$ cat config.mk
export PLATFORM = sky130hd
export DESIGN_NAME = dpram_rr_arbiter
export DESIGN_NICKNAME = d
export VERILOG_FILES = /design/src/rtl/dpram_rr_arbiter.sv
export SDC_FILE = /design/constraint.sdc
export NUM_CORES = 1
export LEC_CHECK = 0
export ABC_AREA = 1
export CAP_MARGIN = 30
export CORE_AREA = 2 2 99 101
export CTS_BUF_LIST = sky130_fd_sc_hd__clkbuf_16
export CTS_CLUSTER_SIZE = 16
export DETAILED_ROUTE_END_ITERATION = 16
export DIE_AREA = 0 0 101 103
export PLACE_DENSITY_LB_ADDON = 0.15
export SKIP_CTS_REPAIR_TIMING = 1
export SLEW_MARGIN = 20
export SYNTH_ARGS = -nofsm -noshare
export SYNTH_HDL_FRONTEND = slang
export SYNTH_SLANG_ARGS = --single-unit
$ cat constraint.sdc
create_clock -name clk -period 1.2 [get_ports clk]
set_clock_uncertainty 0.1 [all_clocks]
set_input_delay 0.12 -clock clk [delete_from_list [all_inputs] [get_ports clk]]
set_output_delay 0.12 -clock clk [all_outputs]
set_load 0.02 [all_outputs]
$ cat src/rtl/dpram_rr_arbiter.sv
// Round-robin sharing of one dual-port RAM (write port A, read port B) between two
// writers and two readers, with per-reader valid returned after the RAM read latency.
module dpram_rr_arbiter #(
    parameter int DW      = 32,
    parameter int AW      = 14,
    parameter int N_DELAY = 1
) (
    input  logic          clk,
    input  logic          rstn,
    input  logic          w0_req,
    input  logic [AW-1:0] w0_addr,
    input  logic [DW-1:0] w0_data,
    output logic          w0_gnt,
    input  logic          w1_req,
    input  logic [AW-1:0] w1_addr,
    input  logic [DW-1:0] w1_data,
    output logic          w1_gnt,
    input  logic          r0_req,
    input  logic [AW-1:0] r0_addr,
    output logic          r0_gnt,
    output logic          r0_vld,
    input  logic          r1_req,
    input  logic [AW-1:0] r1_addr,
    output logic          r1_gnt,
    output logic          r1_vld,
    output logic [DW-1:0] r_data,
    output logic          ram_ena,
    output logic          ram_wea,
    output logic [AW-1:0] ram_addra,
    output logic [DW-1:0] ram_dia,
    output logic          ram_enb,
    output logic [AW-1:0] ram_addrb,
    input  logic [DW-1:0] ram_dob
);

    // Handshake: a requester holds req/addr/data until it sees gnt high in a cycle;
    // that clock edge commits the access. An ungranted request simply retries.
    logic               wr_ptr_q, wr_ptr_d;
    logic               rd_ptr_q, rd_ptr_d;
    logic               w_win, r_win, r_gnt_any, inflight;
    logic [N_DELAY-1:0] tag_vld_q, tag_vld_d;
    logic [N_DELAY-1:0] tag_id_q, tag_id_d;

    always_comb begin : write_arb
        w0_gnt    = rstn & w0_req & (~w1_req | ~wr_ptr_q);
        w1_gnt    = rstn & w1_req & (~w0_req | wr_ptr_q);
        w_win     = w1_gnt | (~w0_gnt & wr_ptr_q);
        ram_ena   = w0_gnt | w1_gnt;
        ram_wea   = ram_ena;
        ram_addra = w_win ? w1_addr : w0_addr;
        ram_dia   = w_win ? w1_data : w0_data;
        wr_ptr_d  = wr_ptr_q;
        if (w0_gnt) begin
            wr_ptr_d = 1'b1;
        end else if (w1_gnt) begin
            wr_ptr_d = 1'b0;
        end
    end

    always_comb begin : read_arb
        r0_gnt    = rstn & r0_req & (~r1_req | ~rd_ptr_q);
        r1_gnt    = rstn & r1_req & (~r0_req | rd_ptr_q);
        r_win     = r1_gnt | (~r0_gnt & rd_ptr_q);
        r_gnt_any = r0_gnt | r1_gnt;
        ram_addrb = r_win ? r1_addr : r0_addr;
        rd_ptr_d  = rd_ptr_q;
        if (r0_gnt) begin
            rd_ptr_d = 1'b1;
        end else if (r1_gnt) begin
            rd_ptr_d = 1'b0;
        end
    end

    // The RAM delay chain only advances with enb, so enb stays high while any read
    // has yet to reach the last stage. With enb low nothing is in the early stages and
    // the last stage has already been presented, so clearing all valids is safe.
    always_comb begin : tag_pipe
        inflight = 1'b0;
        for (int i = 0; i < N_DELAY - 1; i++) begin
            inflight = inflight | tag_vld_q[i];
        end
        ram_enb   = r_gnt_any | inflight;
        tag_vld_d = '0;
        tag_id_d  = tag_id_q;
        if (ram_enb) begin
            tag_vld_d[0] = r_gnt_any;
            tag_id_d[0]  = r_win;
            for (int i = 1; i < N_DELAY; i++) begin
                tag_vld_d[i] = tag_vld_q[i-1];
                tag_id_d[i]  = tag_id_q[i-1];
            end
        end
    end

    assign r0_vld = tag_vld_q[N_DELAY-1] & ~tag_id_q[N_DELAY-1];
    assign r1_vld = tag_vld_q[N_DELAY-1] & tag_id_q[N_DELAY-1];
    assign r_data = ram_dob;

    always_ff @(posedge clk or negedge rstn) begin
        if (!rstn) begin
            wr_ptr_q  <= 1'b0;
            rd_ptr_q  <= 1'b0;
            tag_vld_q <= '0;
            tag_id_q  <= '0;
        end else begin
            wr_ptr_q  <= wr_ptr_d;
            rd_ptr_q  <= rd_ptr_d;
            tag_vld_q <= tag_vld_d;
            tag_id_q  <= tag_id_d;
        end
    end

endmodule

==> flow_metrics.tcl <==
set metrics [dict create \
    place.gp.congestion 0.717 \
    cp.arrival_ns 1.50 \
    synthCells 266 \
    path_clk_slew_ns 0.03 \
    final_hold_viol_count 0 \
    crit_type "register to output port" \
    die_width_um 101 \
    synthDistinctLibCells 16 \
    cts.sinks 4 \
    cap_violations 0 \
    ir_worst_vdd_mv 0.418 \
    antenna_found_initial 0 \
    ant_nets 0 \
    num_io_pins 259 \
    cpMaxStageDelayCell "dfrtp_1" \
    drt_wl_total_um 7500 \
    cts_tree "done" \
    synth_seq_cells 4 \
    cts_max_level 1 \
    powerDensity_nw_per_um2 897 \
    insertedDiodeCount 0 \
    fin_ws_ns -0.520 \
    timing.final.crit_share_pct 143 \
    via_per_inst 4.16 \
    syn_area_per_cell_um2 5.20 \
    setup_viol 65 \
    track_usage_pct 11.1 \
    coreArea_um2 9460 \
    fin_total_pwr_mw 3.60 \
    critPathMaxFanout 11 \
    layout.nets 606 \
    initial_utilization_pct 14.6 \
    cp_slowest_stage_delay_ns 0.40 \
    layout-drive-gt1-share_pct 43.0 \
    seq_area_um2 100 \
    multi_input_area_um2 1200 \
    final_max_slew_viol_count 0 \
    die_h_um 103 \
    clk_latency_ns 0.22 \
    cts_inserted_buffers 3 \
    synth_top_area_share_pct 34.7 \
    portBuffers 194 \
    ys_top_cells_by_area "nand2_1 35%, nand3_1 22%, buf_4 20%" \
    fmax_mhz 582 \
    vias 2329 \
    place_ws_ns -1.09 \
    status "finished with violations" \
    drt_iter0_drc 34 \
    synth_seq_area_share_pct 7.23 \
    power_leakage_nw 1.98 \
    setup_tns_ns -30.18 \
    endpoint_kind "output port" \
    cts-root-buf "clkbuf_16" \
    fillCellCount 948 \
    fin_util_pct 42.4 \
    yosys.area.top_type "nand2_1" \
    syn_area_um2 1380 \
    drt_pass1_iterations 4 \
    yosys_warnings 0 \
    die-area_um2 10400 \
    place_hpwl_um 5390 \
    grt_pass1_wl_um 9430 \
    failed_checks "setup timing" \
    cts_buffer_depth 2 \
    period_needed_ns 1.72 \
    relSlewSlack_pct 81.1 \
    syn_to_final_growth_pct 190 \
    crit_path_start_kind "register" \
    grt_pass1_vias 1972 \
    rsz0062_at_grt "true" \
    synth.net_count 424 \
    worstMarginPinSlew_ns 0.282 \
    hold_class "input port to output port" \
    path_cells "inv_2 -> o21bai_4 -> buf_12 -> nand2_8 -> clkbuf_16 -> nand2_1 -> nand2_2 -> buf_6" \
    wl_per_cell_um 13.4 \
    required_ns 0.98 \
    grt_max_degree 27 \
    drcViolationCount 0 \
    overflow 0 \
    rows 36 \
]
sequential cells by signal, summed over array words and instances (netlist names):
signal	count
rd_ptr_q	1
tag_id_q	1
tag_vld_q	1
wr_ptr_q	1
cell usage after synthesis:
cell type,n
buf_6,4
o21ai_0,1
buf_4,36
inv_1,12
dfrtp_1,4
nand2_2,2
nor2_1,1
o21ai_2,2
clkbuf_1,1
o21bai_1,2
o21bai_2,1
a21oi_1,1
buf_2,9
o21bai_4,1
nand2_1,128
nand3_1,61
cell families (layout without fill, tap and decap cells):
group / count (synthesis) / count (layout) / synth area share [%]
buf+inv: 62 / 241 / 29.6
simple gates: 192 / 193 / 58.0
compound gates: 8 / 8 / 5.24
flops: 4 / 4 / 7.23
where the power goes:
group          leakage [nW]  total, mW  switching (mW)  internal (mW)
logic                  1.89       2.91            1.37           1.54
clock network        0.0370      0.518          0.0921          0.426
registers            0.0479      0.172          0.0194          0.153
cell type report:
cell class | instances | share of cell area [%]
timing repair buffer | 226 | 61.1
multi-input combinational | 201 | 29.9
tap | 114 | 3.55
sequential | 4 | 2.49
clock buffer | 3 | 1.87
inverter | 12 | 1.12
per-stage QoR:
stage          cell area [um^2]  instances  hold slack, ns
2_1_floorplan              1610        266          -0.276
3_3_place_gp               3480        543           0.140
3_5_place_dp               3480        543           0.140
4_1_cts                    3560        546           0.140
5_1_grt                    4010        560           0.140
6_report                   4010        560           0.140
placed cells by master, fill, tap and decap left out:
cell type,instances
o21bai_4,3
nand3_2,7
nand2_1,58
nand2_8,2
nand2_2,64
o21ai_4,2
dlymetal6s2s_1,6
buf_8,1
clkdlybuf4s50_1,121
inv_1,7
buf_6,67
o21ai_0,1
buf_4,14
dfrtp_1,4
a21oi_1,1
nand2_4,7
clkbuf_2,4
inv_2,5
clkbuf_16,7
buf_12,8
dlygate4sd3_1,1
nand3_4,1
nor2_1,1
nand3_1,53
o21bai_1,1
path summary, 6_finish.rpt:
kind	endpoint	slack, ns	from	cells past startpoint
min in group asynchronous	wr_ptr_q$_DFFE_PN0P_	0.41	rstn	3
worst min-delay path	r_data[17]	0.14	ram_dob[17]	0
worst min register to register	rd_ptr_q$_DFFE_PN0P_	0.51	rd_ptr_q$_DFFE_PN0P_	2
max in group asynchronous	tag_vld_q$_DFF_PN0_	0.49	rstn	3
worst max register to register	tag_id_q$_DFFE_PN0P_	-0.16	rd_ptr_q$_DFFE_PN0P_	5
worst max-delay path	ram_addra[5]	-0.52	wr_ptr_q$_DFFE_PN0P_	8
critical path: cells and delay by family (launching register included):
family / cells / cell delay (ns)
flip-flops: 1 / 0.40
AND/OR/NAND/NOR: 3 / 0.22
AO/OA/AOI/OAI: 1 / 0.17
buffers and inverters: 4 / 0.48
layer usage:
metal  global-route usage, %  vias to the layer above  part of all wire (%)
met5                       0                        -                     0
met4                    2.81                        0                   1.2
met3                    3.73                       13                   9.7
met2                    20.8                      129                    54
met1                    12.1                     1012                    35
li1                        -                     1175                     -
No activity file was read; power rests on OpenSTA's default activity.
